$ cat src/rtl/medidor_periodo_multimodo.sv
// ============================================================================
//  Module      : medidor_periodo_multimodo
//  Description : Measures period, high time or low time of an asynchronous
//                square wave in clk cycles. Includes an input synchroniser,
//                timeout/overflow detection and optional averaging over
//                2^N_PROM measurements. Results are strobed by o_valid and
//                held on o_medida/o_ovf between strobes.
//  Revision    : 1.0 - initial release
// ============================================================================
`default_nettype none

module medidor_periodo_multimodo #(
    parameter int N_BITS = 16,
    parameter int N_SYNC = 2,
    parameter int N_PROM = 0
) (
    input  logic              clk,
    input  logic              reset,
    input  logic              i_senal,
    input  logic [1:0]        i_modo,
    output logic [N_BITS-1:0] o_medida,
    output logic              o_valid,
    output logic              o_ovf
);

    localparam int ACC_W   = N_BITS + N_PROM;
    localparam int BATCH_W = N_PROM + 1;

    localparam logic [N_BITS-1:0]  C_CNT_MAX    = '1;
    localparam logic [BATCH_W-1:0] C_BATCH_LAST = BATCH_W'((1 << N_PROM) - 1);
    localparam logic [1:0]         C_MODO_ALTO  = 2'b01;
    localparam logic [1:0]         C_MODO_BAJO  = 2'b10;

    typedef enum logic [0:0] {
        ST_IDLE  = 1'b0,
        ST_MEDIR = 1'b1
    } estado_t;

    estado_t              r_estado;
    logic [N_SYNC-1:0]    r_sync;
    logic                 r_s_d;
    logic [1:0]           r_modo;
    logic [N_BITS-1:0]    r_cnt;
    logic [ACC_W-1:0]     r_acc;
    logic [BATCH_W-1:0]   r_lote;

    logic                 w_s;
    logic                 w_rise;
    logic                 w_fall;
    logic                 w_start;
    logic                 w_end;
    logic                 w_periodo;
    logic                 w_cambio;
    logic                 w_ultimo;
    logic [ACC_W-1:0]     w_suma;

    // Synchroniser chain for the asynchronous input
    always_ff @(posedge clk) begin
        if (reset) begin
            r_sync <= '0;
        end else begin
            r_sync <= {r_sync[N_SYNC-2:0], i_senal};
        end
    end

    // One-cycle delayed copy of the synchronised level for edge detection
    always_ff @(posedge clk) begin
        if (reset) begin
            r_s_d <= 1'b0;
        end else begin
            r_s_d <= w_s;
        end
    end

    assign w_s    = r_sync[N_SYNC-1];
    assign w_rise = w_s & ~r_s_d;
    assign w_fall = ~w_s & r_s_d;

    // Low-time mode starts on a fall; high-time mode ends on a fall;
    // everything else (period, and the reserved code 11) uses rises.
    assign w_start   = (r_modo == C_MODO_BAJO) ? w_fall : w_rise;
    assign w_end     = (r_modo == C_MODO_ALTO) ? w_fall : w_rise;
    assign w_periodo = (r_modo != C_MODO_ALTO) && (r_modo != C_MODO_BAJO);
    assign w_cambio  = (i_modo != r_modo);

    // Running sum including the measurement that ends this cycle; the
    // averaged result is just the upper N_BITS of that sum.
    assign w_suma   = r_acc + ACC_W'(r_cnt);
    assign w_ultimo = (r_lote == C_BATCH_LAST);

    // Measurement FSM, averaging accumulator and registered result outputs
    always_ff @(posedge clk) begin
        if (reset) begin
            r_estado <= ST_IDLE;
            r_modo   <= 2'b00;
            r_cnt    <= '0;
            r_acc    <= '0;
            r_lote   <= '0;
            o_medida <= '0;
            o_valid  <= 1'b0;
            o_ovf    <= 1'b0;
        end else begin
            r_modo  <= i_modo;
            o_valid <= 1'b0;
            if (w_cambio) begin
                // A mode change discards any partial measurement or batch;
                // the previous result stays visible.
                r_estado <= ST_IDLE;
                r_cnt    <= '0;
                r_acc    <= '0;
                r_lote   <= '0;
            end else begin
                case (r_estado)
                    ST_IDLE: begin
                        if (w_start) begin
                            r_cnt    <= N_BITS'(1);
                            r_estado <= ST_MEDIR;
                        end
                    end
                    ST_MEDIR: begin
                        if (w_end) begin
                            if (w_ultimo) begin
                                o_medida <= w_suma[ACC_W-1:N_PROM];
                                o_ovf    <= 1'b0;
                                o_valid  <= 1'b1;
                                r_acc    <= '0;
                                r_lote   <= '0;
                            end else begin
                                r_acc    <= w_suma;
                                r_lote   <= r_lote + 1'b1;
                            end
                            // In period mode the closing rise also opens
                            // the next measurement.
                            if (w_periodo) begin
                                r_cnt <= N_BITS'(1);
                            end else begin
                                r_estado <= ST_IDLE;
                            end
                        end else if (r_cnt == C_CNT_MAX) begin
                            o_medida <= C_CNT_MAX;
                            o_ovf    <= 1'b1;
                            o_valid  <= 1'b1;
                            r_acc    <= '0;
                            r_lote   <= '0;
                            r_estado <= ST_IDLE;
                        end else begin
                            r_cnt <= r_cnt + 1'b1;
                        end
                    end
                    default: begin
                        r_estado <= ST_IDLE;
                    end
                endcase
            end
        end
    end

endmodule

`default_nettype wire

$ cat config.mk
export PLATFORM = sky130hd
export DESIGN_NAME = medidor_periodo_multimodo
export DESIGN_NICKNAME = d
export VERILOG_FILES = /design/src/rtl/medidor_periodo_multimodo.sv
export SDC_FILE = /design/constraint.sdc
export NUM_CORES = 1
export LEC_CHECK = 0
export BUFFER_PORTS_ARGS = -buffer_cell sky130_fd_sc_hd__buf_2
export CORE_MARGIN = 10
export CORE_UTILIZATION = 55
export DETAILED_ROUTE_END_ITERATION = 10
export PLACE_DENSITY_LB_ADDON = 0.15
export SLEW_MARGIN = 5
export SYNTH_ARGS = -nofsm -noshare
export SYNTH_HDL_FRONTEND = slang
export SYNTH_SLANG_ARGS = --single-unit
$ cat constraint.sdc
create_clock -name clk -period 2.8 [get_ports clk]
set_input_delay 0.14 -clock clk [delete_from_list [all_inputs] [get_ports clk]]
set_output_delay 0.14 -clock clk [all_outputs]
set_load 0.05 [all_outputs]
### After elaboration in Yosys (flattened, before gate mapping)

Cells that the tools add are included.

* bits in registers: 57
* bits in latches: 0
* bits in writable memories: 0
* bits in read-only memories: 0
* input bits: 5
* output and inout port bits: 18
* logic and storage cells: 63
* memories kept: 0

* add/subtract/negate cells: 3
* multipliers: 0
* div/mod/pow operators: 0
* magnitude comparators: 0
* equal/unequal tests: 10
* shift operators: 0
* muxes and demuxes: 27
* bitwise logic cells: 6
* reduce and logical (&&, ||, !) cells: 7

Operator list (count)
* two-way mux 16 bit: 10
* one-hot mux 16 bit (2 select lines): 1
* adder 16 x 1 -> 16 bit, second input constant: 1
* adder 16 bit: 1
* equality test 16 bit, second input constant: 1
* two-way mux 1 bit: 15
* != test 2 bit, second input constant: 3
* inverter 1 bit: 4
* AND reduction 4 bit: 1
* != test 3 x 2 -> 1 bit, second input constant: 1
* != test 3 bit, second input constant: 1
* AND reduction 3 bit: 1
* OR reduction 3 bit: 1
* AND 1 bit: 2
* equality test 2 x 1 -> 1 bit, second input constant: 1
* equality test 2 bit, second input constant: 1
* != test 2 x 1 -> 1 bit, second input constant: 1
* != test 2 bit: 1
* one-hot mux 1 bit (2 select lines): 1
* AND reduction 2 bit: 1
* nonzero test 2 bit: 1
* OR reduction 2 bit: 1
* adder 1 bit, second input constant: 1
* logical AND 1 bit: 1

### Longest topological paths before layout

* depth in word-level cells: 5
* mapped depth: 8
* gate-level depth less buffers: 7

### Worst setup path after synthesis

No wires, ideal clock.

* path type: flip-flop to flip-flop
* start point: register r_modo[1]
* end point: register o_medida[3]
* library setup time: 119 ps
* data arrival time: 1796 ps
* required time: 2681 ps
* setup slack: 886 ps
* stages on the path, launching flop included: 9
* path buffers: 2
* clock period less this slack: 1914 ps
* cell sequence: dfxtp_1 -> inv_1 -> ha_1 -> or3b_1 -> and2_4 -> or2_1 -> buf_6 -> buf_8 -> o221a_1

* cells in the longest elaborated chain, start to end: 4
* elaborated cells on any way between the ends: 8
* those cells by class: 3 x eq/ne; 2 x mux; 1 x bitwise; 2 x reduce/logical

Ends and longest elaborated chain
* from (decl): line 42 `logic [1:0] r_modo;`
* from (signal assigned): line 103 `r_modo <= i_modo;`
* equality test 2 x 1 -> 1 bit: line 82 `assign w_end = (r_modo == C_MODO_ALTO) ? w_fall : w_rise;`
* two-way mux 1 bit: line 82
* != test 2 bit (no line) or nonzero test 2 bit (tied branches)
* AND reduction 4 bit (no line)
* to (signal assigned): line 123 `o_medida <= w_suma[ACC_W-1:N_PROM];`
* to (decl): line 21 `output logic [N_BITS-1:0] o_medida,`

Parallel ways exist; a longest one is shown, timed or not.
A chain may end at the register's enable or synchronous reset.

### Final worst setup path

* start point: register r_modo[0]
* end point: register r_cnt[11]

* cells in the longest elaborated chain, start to end: 4
* elaborated cells on any way between the ends: 15
* those cells by class: 8 x eq/ne; 4 x mux; 3 x reduce/logical

Ends and longest elaborated chain
* equality test 2 x 1 -> 1 bit, or another cell as far along: line 82
* two-way mux 1 bit, or another cell as far along: line 82
* != test 3 x 2 -> 1 bit (no line), or another cell as far along
* AND reduction 3 bit (no line) or one-hot mux 16 bit (2 select lines) (tied branches)
* to (signal assigned): line 147 `r_cnt <= r_cnt + 1'b1;`
* to (decl): line 43 `logic [N_BITS-1:0] r_cnt;`

Parallel ways exist; a longest one is shown, timed or not.

==> results.ini <==
[clock_network]
post_cts.repair.setup_buffers = 0
clk_latency_ps = 350
cts_resized = 0
numCtsBuffers = 5
clkTransAtPathRegs_ps = 120
cts.path.max_buffers = 2
clockRootBuffer = clkbuf_4
cts_tree = yes
cts.htree.levels = 2
numClockSinks = 40

[cells_and_area]
instances_no_fill = 253
final_net_count = 216
layout_common_cells = 40 x dfxtp_1, 22 x buf_2, 12 x nand2_1
final_common_cell = dfxtp_1
n_antenna_cell = 0
nFillCells = 270
final_util_pct = 65.60
multi_input_area_um2 = 977.2
drive_above_1_share_pct = 21.05
syn_to_final_growth_pct = 11.11
seq_area_um2 = 800.8

[drt]
firstDrtPassIters = 5
avgRoutedWirePerCell_um = 16.99
ant_nets = 0
wirelength_um = 4298
post_drt_via_cell_ratio = 6.411
drt_iter0_markers = 128
remaining_drc_errors = 0
vias = 1622

[yosys]
ys_ff_latch = 40
syn_area_mm2 = 0.001847
async_flop_share_pct = 0
yosys_most_used_dff = dfxtp_1
syn_inst = 184
yosys_warnings = 0
syn-num-nets = 192
synth_cell_type_count = 47
ys_seq_area_share_pct = 43.36
synth-edff-count = 0
synth_area_per_cell_um2 = 10.04

[floorplanning]
dieArea_mm2 = 0.006075
rows = 20
die_w_um = 77.95
dieHeight_um = 77.95
io_pins = 23
initial_core_util_pct = 59.04
core_area_mm2 = 0.003128

[critical_path]
critical-path-max-stage-delay_ps = 440
critPathSlowestCell = and3_1
critPathKind = reg2reg
cp_data_arrival_time_ps = 2490
cp_max_fo = 11
cp-end-kind = register
crit_chain = inv_1 > ha_1 > and4bb_2 > o21ai_0 > and3_1 > nor2_1 > a211o_1
worstPathRequired_ps = 3050
crit_start = r_modo[0]$_SDFF_PP0_
timing.rr.start = r_modo[0]$_SDFF_PP0_
cp-start-kind = register

[sta]
setup_viol = 0
tightest_slew_ps = 598.1
finalCriticalPeriod_ps = 2245
finalHoldViolCount = 0
setup_tns_ps = 0
fin_worst_skew_ps = 10.52
fmax_ghz = 0.4454
final.period_utilization_pct = 80.19
rsz0062_at_grt = no
relSlewSlack_pct = 59.98
timing.final.ws_setup_ps = 554.8
maxSlewViolCount = 0

[global_routing]
grt_max_degree = 21
grt_pass1_wl_um = 7403
antenna_found_initial = 0
grt_pass1_vias = 1517
grt_overflow = 0
grt_use_total_pct = 14.69

[power]
power_switching_mw = 0.2164
p_sw_share_pct = 21.77
power_density_mw_per_mm2 = 484.5
power_frac_comb_pct = 4.4
irDropWorstVdd_uv = 342.2
leakage_nw = 0.8527
finalPower_mw = 0.9942
clock_power_share_pct = 37.6
seq_power_share_pct = 58.0
p_int_mw = 0.7778

[run]
drv_cap = 0

[placed_design]
port_buffers = 22
gp_congestion = 0.9332
place_inst = 244
hpwlAfterDp_um = 3137
dp_slack_ps = 687.1

[outcome]
status = finished clean

[min_path]
worstHoldPathType = in2reg
hold_path.startpoint = reset

worst max-delay path, delay by kind of cell (launching register included):
kind | cells | cell delay, ps
compound gates | 2 | 510
fa+ha+maj | 1 | 290
buf+inv | 1 | 60
flops | 1 | 390
simple gates | 3 | 880
kinds of logic (layout without fill, tap and decap cells):
logic type               after synthesis  count (layout)  share of synthesized area (%)
flip-flops                            40              40                          43.36
adder cells (fa/ha/maj)                3               3                          2.033
XOR/XNOR                               2               2                         0.9487
AO/OA/AOI/OAI                         61              61                          28.19
AND/OR/NAND/NOR                       67              67                          21.75
buffers and inverters                 11              36                          3.725
flip-flops by register name, summed over array words and instances, names as in the netlist:
signal and count:
o_medida 16, o_ovf 1, o_valid 1, r_cnt 16
r_estado 1, r_modo 2, r_s_d 1, r_sync 2
routing by layer:
metal	wire length [um]	part of all wire, %	vias to the layer above	track usage [%]
li1	-	-	780	-
met4	63	1.5	0	4.480
met5	0	0	-	0
met1	1854	43	747	18.99
met2	1908	44	85	22.06
met3	472	11	10	5.645
stage by stage:
| step | instance area, um^2 | hold WS, ps |
|---|---|---|
| floorplan | 1847 | 211.6 |
| global placement | 1966 | 355.5 |
| detailed placement | 1966 | 365.7 |
| CTS | 2052 | 5.711 |
| global route | 2052 | 2.393 |
| finish | 2052 | 4.964 |
power by group through the flow:
stage                     clock network (mW)  registers (mW)  logic [mW]
final                                  0.373           0.577      0.0441
after global routing                   0.406           0.578      0.0492
after CTS                              0.379           0.577      0.0437
after global placement                     0           0.589      0.0407
after floorplan                            0           0.589      0.0299
after detailed placement                   0           0.590      0.0425
repair_timing:
item | in CTS | in global routing
endpoints found under the hold margin | 1 | 0
setup endpoints to repair | 0 | 0
hold buffers | 1 | 0
final cells by class:
class / instances / area share (%)
clock buffers: 6 / 2.012
multi-input cells: 133 / 47.62
flip-flops and latches: 40 / 39.02
repair buffers: 24 / 6.219
inverters: 4 / 0.7317
well taps: 44 / 2.683
clock inverters: 2 / 1.707
Yosys cell counts, types with 2 or more instances:
library cell | number | area (um^2)
ha_1 | 3 | 37.54
a31oi_1 | 5 | 31.28
nand4_1 | 2 | 12.51
o221a_1 | 9 | 101.4
nor3_4 | 2 | 32.53
buf_6 | 2 | 22.52
dfxtp_1 | 40 | 800.8
a211oi_1 | 5 | 37.54
and3_1 | 7 | 43.79
clkbuf_1 | 3 | 11.26
xnor2_1 | 2 | 17.52
a211o_1 | 6 | 52.55
a21oi_1 | 4 | 20.02
nor4b_1 | 2 | 17.52
nand3_1 | 10 | 50.05
o221a_2 | 7 | 78.83
nor2_1 | 6 | 22.52
o21ai_0 | 8 | 40.04
nor2b_1 | 7 | 43.79
nor3_1 | 3 | 15.01
and2_1 | 3 | 18.77
o211a_1 | 4 | 40.04
nor4_1 | 3 | 18.77
a41oi_1 | 3 | 26.28
and4_1 | 2 | 17.52
nand2_1 | 12 | 45.04
inv_1 | 4 | 15.01
worst paths after layout:
kind	endpoint	slack (ps)	cells after the start
max	r_cnt[11]$_SDFFE_PP0P_	550	7
min	r_modo[0]$_SDFF_PP0_	5	2
max reg2reg	r_cnt[11]$_SDFFE_PP0P_	550	7
min reg2reg	r_sync[1]$_SDFF_PP0_	460	1
No activity file was read; power rests on OpenSTA's default activity.
